`config.mk`:
```
export PLATFORM = sky130hd
export DESIGN_NAME = uart_tx_frame
export DESIGN_NICKNAME = d
export VERILOG_FILES = /design/src/rtl/uart_tx_frame.sv
export SDC_FILE = /design/constraint.sdc
export NUM_CORES = 1
export LEC_CHECK = 0
export BUFFER_PORTS_ARGS = -buffer_cell sky130_fd_sc_hd__clkbuf_2
export CAP_MARGIN = 30
export CORE_MARGIN = 1.5
export CORE_UTILIZATION = 48
export CTS_CLUSTER_SIZE = 14
export DETAILED_ROUTE_END_ITERATION = 12
export PLACE_DENSITY = 0.8
export SYNTH_ARGS = -nofsm -noshare
export SYNTH_HDL_FRONTEND = slang
export SYNTH_SLANG_ARGS = --single-unit
```
`constraint.sdc`:
```
create_clock -name CLK -period 5.2 [get_ports CLK]
set_clock_uncertainty 0.1 [all_clocks]
set_input_delay 1.3 -clock CLK [delete_from_list [all_inputs] [get_ports CLK]]
set_output_delay 1.3 -clock CLK [all_outputs]
set_load 0.005 [all_outputs]
```
`src/rtl/uart_tx_frame.sv`:
```
// -----------------------------------------------------------------------------
// uart_tx_frame
//
// UART transmit frame builder and serializer. It accepts a parallel word on a
// single-cycle DATA_VALID strobe and emits, one bit per CLK (bit clock) cycle:
//   start (0), data bits LSB-first, optional parity bit, stop (1).
// The parity bit is not computed here. It is taken from the upstream parity
// calculator, which registers it on the same edge that accepts the word, so
// it is captured one cycle later, at the end of the START cycle.
//
// Ports
//   CLK        in   bit clock, rising-edge active
//   RST        in   synchronous, active-high reset
//   P_DATA     in   parallel data word, sampled on accept
//   DATA_VALID in   single-cycle send request
//   PAR_EN     in   1 = insert parity bit, sampled on accept
//   par_bit    in   parity bit from the upstream parity calculator
//   TX_OUT     out  registered serial line, idles high
//   Busy       out  registered, high for every cycle of a frame
// -----------------------------------------------------------------------------
module uart_tx_frame #(
  parameter int DATA_WIDTH = 8
) (
  input  logic                  CLK,
  input  logic                  RST,
  input  logic [DATA_WIDTH-1:0] P_DATA,
  input  logic                  DATA_VALID,
  input  logic                  PAR_EN,
  input  logic                  par_bit,
  output logic                  TX_OUT,
  output logic                  Busy
);

  localparam int CNT_W = (DATA_WIDTH > 1) ? $clog2(DATA_WIDTH) : 1;
  localparam logic [CNT_W-1:0] LAST_BIT = CNT_W'(DATA_WIDTH - 1);

  typedef enum logic [2:0] {
    ST_IDLE   = 3'd0,
    ST_START  = 3'd1,
    ST_DATA   = 3'd2,
    ST_PARITY = 3'd3,
    ST_STOP   = 3'd4
  } state_t;

  state_t                state_r;
  logic [CNT_W-1:0]      bit_cnt_r;
  logic [DATA_WIDTH-1:0] data_r;
  logic                  par_r;
  logic                  par_en_r;
  logic                  tx_out_r;
  logic                  busy_r;

  logic                  accept_s;
  logic [CNT_W-1:0]      cnt_next_s;

  // A new word is taken only when idle or during the stop cycle; strobes
  // mid-frame are dropped without touching the captured word.
  assign accept_s   = DATA_VALID && ((state_r == ST_IDLE) || (state_r == ST_STOP));
  assign cnt_next_s = bit_cnt_r + CNT_W'(1);

  // Frame FSM. TX_OUT/Busy are registered with the value belonging to the
  // state being entered, so the line changes on the same edge as the state.
  always_ff @(posedge CLK) begin
    if (RST) begin
      state_r   <= ST_IDLE;
      bit_cnt_r <= '0;
      data_r    <= '0;
      par_r     <= 1'b0;
      par_en_r  <= 1'b0;
      tx_out_r  <= 1'b1;
      busy_r    <= 1'b0;
    end else begin
      case (state_r)
        ST_IDLE: begin
          if (accept_s) begin
            data_r    <= P_DATA;
            par_en_r  <= PAR_EN;
            bit_cnt_r <= '0;
            state_r   <= ST_START;
            tx_out_r  <= 1'b0;
            busy_r    <= 1'b1;
          end else begin
            tx_out_r  <= 1'b1;
            busy_r    <= 1'b0;
          end
        end

        ST_START: begin
          // Upstream parity for the accepted word is valid from this edge on.
          par_r    <= par_bit;
          state_r  <= ST_DATA;
          tx_out_r <= data_r[0];
          busy_r   <= 1'b1;
        end

        ST_DATA: begin
          busy_r <= 1'b1;
          if (bit_cnt_r == LAST_BIT) begin
            if (par_en_r) begin
              state_r  <= ST_PARITY;
              tx_out_r <= par_r;
            end else begin
              state_r  <= ST_STOP;
              tx_out_r <= 1'b1;
            end
          end else begin
            bit_cnt_r <= cnt_next_s;
            tx_out_r  <= data_r[cnt_next_s];
          end
        end

        ST_PARITY: begin
          state_r  <= ST_STOP;
          tx_out_r <= 1'b1;
          busy_r   <= 1'b1;
        end

        ST_STOP: begin
          if (accept_s) begin
            // Back-to-back: straight into the next start bit, Busy held.
            data_r    <= P_DATA;
            par_en_r  <= PAR_EN;
            bit_cnt_r <= '0;
            state_r   <= ST_START;
            tx_out_r  <= 1'b0;
            busy_r    <= 1'b1;
          end else begin
            state_r   <= ST_IDLE;
            tx_out_r  <= 1'b1;
            busy_r    <= 1'b0;
          end
        end

        default: begin
          state_r   <= ST_IDLE;
          bit_cnt_r <= '0;
          tx_out_r  <= 1'b1;
          busy_r    <= 1'b0;
        end
      endcase
    end
  end

  assign TX_OUT = tx_out_r;
  assign Busy   = busy_r;

endmodule
```
# After elaboration in Yosys (flattened, before gate mapping)
# Cells that the tools add are included.
# totals
ff_bits	18
inputBits	13
out_inout_bits	2
wordCells	44
# op_classes
addsub	1
magnitude_cmp	1
n_eq_ne	9
mux	16
n_bitwise	1
n_reduce_logical	9
# op_table
op	n
two-way mux 3 bit	5
case mux 3 bit (5 select lines)	1
case mux 3 bit (3 select lines)	1
equality test 3 x 2 -> 1 bit (second input constant)	2
equality test 3 bit (second input constant)	2
two-way mux 1 bit	6
!= test 2 bit (second input constant)	3
less-than comparator 3 x 4 -> 1 bit (second input constant)	1
AND reduction 2 bit	2
OR reduction 2 bit	2
adder 3 x 1 -> 3 bit (second input constant)	1
binary-select mux 1 bit (select 3 bit)	1
equality test 3 x 1 -> 1 bit (second input constant)	1
logical NOT 3 bit	1
case mux 1 bit (3 select lines)	1
AND reduction 3 bit	1
OR reduction 3 bit	1
!= test 2 x 1 -> 1 bit (second input constant)	1
case mux 1 bit (2 select lines)	1
logical AND 1 bit	1
logical OR 1 bit	1
inverter 1 bit	1

# Longest topological paths before layout
# logic_depth
word_depth	5
ltp_mapped	6
mapped_depth_nobuf	6

# Worst setup path after synthesis
# No wires, ideal clock.
# synth_path
kind	input to register
from	input DATA_VALID
to	register bit_cnt_r[1]
setup_time_ns	0.065
t_arrival_ns	1.820
required_ns	5.035
slack_ns	3.215
path_stages	3
n_path_buf	0
path_cell_list	o32ai_1 > a22oi_1 > nor2_1
# synth_via
elab_chain_len	3
# synth_rtl
element	line_no	text
start: declaration	27	input logic DATA_VALID,
logical AND 1 bit	58	assign accept_s = DATA_VALID && ((state_r == ST_IDLE) || (state_r == ST_STOP));
!= test 2 x 1 -> 1 bit (no line)	n/a	
AND reduction 3 bit (no line)	n/a	
end signal: assignment	107	bit_cnt_r <= cnt_next_s;
end: declaration	46	logic [CNT_W-1:0] bit_cnt_r;
# Every way passes these cells.
# A chain may end at the register's enable or synchronous reset.

# Worst setup path in the final report
# layout_path
from	register tx_out_r, in the netlist TX_OUT
to	output TX_OUT
# layout_rtl
element	line_no	text
start: declaration	50	logic tx_out_r;
start signal: assignment	92	tx_out_r <= data_r[0];
start signal: assignment	101	tx_out_r <= par_r;
start signal: assignment	108	tx_out_r <= data_r[cnt_next_s];
end: declaration	30	output logic TX_OUT,
# No word-level cell between the ends.

==> metrics.md <==
| Metric | Value |
|---|---|
| Worst path cell trace | clkbuf_2 |
| Die H | 44.8 µm |
| WL/cell | between 10 and 15 µm |
| Reg2Reg Depth | 5 |
| Vias per std cell | 5.58 |
| First-pass GRT wire length | 2660 µm |
| Worst Tran Pin Value | 405 ps |
| Final setup fails | 0 |
| Post-cts resize count | 0 |
| Final Net Count | 128 |
| Ys Warns | 0 |
| RSZ-0062 raised after global routing | no |
| Syn_area_per_cell | 8.46 µm² |
| Fin. max-slew vios | 0 |
| Clock buffer depth | 2 |
| Commonest non-fill, non-tap cell in the layout | nand2_1 |
| Layout cells sized above 1 | 21.4% |
| Seq/Total Area, Yosys | a little over two fifths |
| Number of post-CTS setup repair buffers | 0 |
| Area delta synth->final | 10.9% |
| Library cells used by synthesis | 32 |
| Critical path launch point | TX_OUT |
| Latest clock arrival within the worst-skew pair | 290 ps |
| Fin crit period | 2120 ps |
| Post-synth top area share | 43.0% |
| WS Path Type | reg2out |
| Hold depth | 2 |
| Hold Crit Start | data_r[6] |
| Placed Instances | about 120 |
| Synthesized area | 837 µm² |
| Overall global routing resource usage | a little under a fifth |
| Reg2reg start | bit_cnt_r[0] |
| Critical path's top delay family | flip-flops |
| Area used by multi-input combinational logic | 427 µm² |
| Synth Net Count | 114 |
| Synth top area cells | dfxtp_1, nand2_1, a21oi_1 |
| CTS clk-pin slew, worst paths | 100 ps |
| CTS Hold Buffers Added | 0 |
| Grt ovf | 0 |
| Initial antenna violation count | 0 |
| Final Hold Vio Count | 0 |
| Synth Instances | 99 |
| Starting Density | 53.1% |
| Reg area | 360 µm² |
| Outcome | complete, no violations |
| Die W | ~45 µm |
| Top Ports | 15 |
| Yosys top cell by area | dfxtp_1 |
| DRT iter0 DRCs | 11 |
| Drt pass-1 iters | 4 |
| Reg-to-Reg End | TX_OUT |
| Critical path arrival | between 700 and 800 ps |
| Cell Count, Final, Fillers Out | 128 |
| Worst path required time | 3800 ps |
| Power Dens Cells | 389 mW/mm² |
| CTS Buf Count | 3 |
| Worst Setup Start Kind | register |
| Dpl hpwl | 1090 µm |
| # port buffers | 14 |
| Routability cong. | 0.732 |
| Std cell rows | 14 |
| Fin crit share | about two fifths |
| Final core utilization | roughly three fifths |
| Crit path max-delay cell type | dfxtp_1 |
| Via count | 714 |
| Critical path's largest stage delay | 320 ps |
| Worst hold path class | reg2reg |
| CORE AREA | 0.00158 mm² |
| Setup TNS | 0 ps |
| Crit-path max FO | 1 |
| Max Clk Rate | 473 MHz |
| Minimum setup slack among reg-to-reg paths | approximately 3400 ps |
| Lkg Pwr | roughly 0.00038 µW |
| Peak supply drop | 0.000234 V |
| Max cap viols | 0 |
| Slew margin rel. | 72.9% |
| Yosys reg bits | 18 |
| Crit path buf inv count | 1 |
| Commonest cells after routing, fill and taps aside | nand2_1, dfxtp_1, clkbuf_2 |
| Crit end category | output port |
| Root Buffer Master | clkbuf_4 |
| CTS tree | yes |
| Antenna Nets Post-Route | 0 |
| Antenna cells | 0 |
| Vias in the first global route | 654 |
| Drt drc | 0 |
| Clock sink total | 18 |
| Largest net degree at the start of global routing | 18 |
| Worst hold endpoint | data_r[6] |
| DRT Wirelength | around 1500 µm |
| Fillcell total | 148 |
| CTS H-Tree Depth | 1 |
| Die Area | ~0.0020 mm² |
==> logic make-up after synthesis <==
family / after synthesis / share of synthesized area, %
flip-flops: 18 / 43.0
AND/OR/NAND/NOR: 40 / 20.9
adder cells (fa/ha/maj): 2 / 2.99
AO/OA/AOI/OAI: 26 / 20.8
buffers and inverters: 9 / 5.98
multiplexers: 4 / 6.28
==> synth_stat cells, drive strengths merged <==
master,count
and2,1
or2,1
nand4,1
nor2,10
a22oi,3
a211o,1
inv,4
o21ai,3
clkbuf,1
and2b,1
ha,2
mux4,1
a21o,1
o211a,1
o211ai,1
nand3,2
a311oi,1
nand2b,2
a211oi,2
mux2i,3
dfxtp,18
o32ai,1
nor3,1
a21oi,12
buf,4
nand2,21
==> registers in the layout (all words and copies together), names as in the netlist <==
signal     cells
TX_OUT         1
par_en_r       1
bit_cnt_r      3
state_r        3
Busy           1
par_r          1
data_r         8
==> per-layer routing <==
layer	part of all wire (%)	wire (µm)	GRT usage (%)	up-vias
li1	-	-	-	368
met1	47	693	24.7	322
met2	46	675	27.8	22
met3	5.9	87	4.80	2
met4	0.95	14	5.45	0
met5	0	0	0	-
==> worst max-delay path by stage <==
stage          depth (start not counted)  slack, ps           end
3_5_place_dp                           4       3000  bit_cnt_r[2]
4_1_cts                                1       3080        TX_OUT
6_report                               1       3080        TX_OUT
2_1_floorplan                          3       3210  bit_cnt_r[1]
5_1_grt                                1       3060        TX_OUT
3_3_place_gp                           4       3020  bit_cnt_r[1]
==> final cells by class <==
class                           count  share of cell area [%]
Timing Repair Buffer               14                    7.55
Tap cell                           16                    2.16
Sequential cell                    18                    38.8
Inverter                            4                    1.62
Clock buffer                        4                    3.91
Multi-Input combinational cell     72                    46.0
==> stage by stage <==
stage	setup WS, ps	instance area (µm²)	hold WS, ps	total power (µW)
after floorplan	3210	837	330	258
after global placement	3020	892	342	274
after detailed placement	3000	892	343	277
after CTS	3080	928	358	363
after global routing	3060	928	377	386
final	3080	928	355	361
==> power breakdown <==
| part | switching (µW) | internal (µW) |
|---|---|---|
| sequential | 19.1 | 158 |
| clock | 44.2 | 42.7 |
| combinational | 54.7 | 42.0 |
| total | 118 | 243 |
Power figures use the tool's default switching activity.
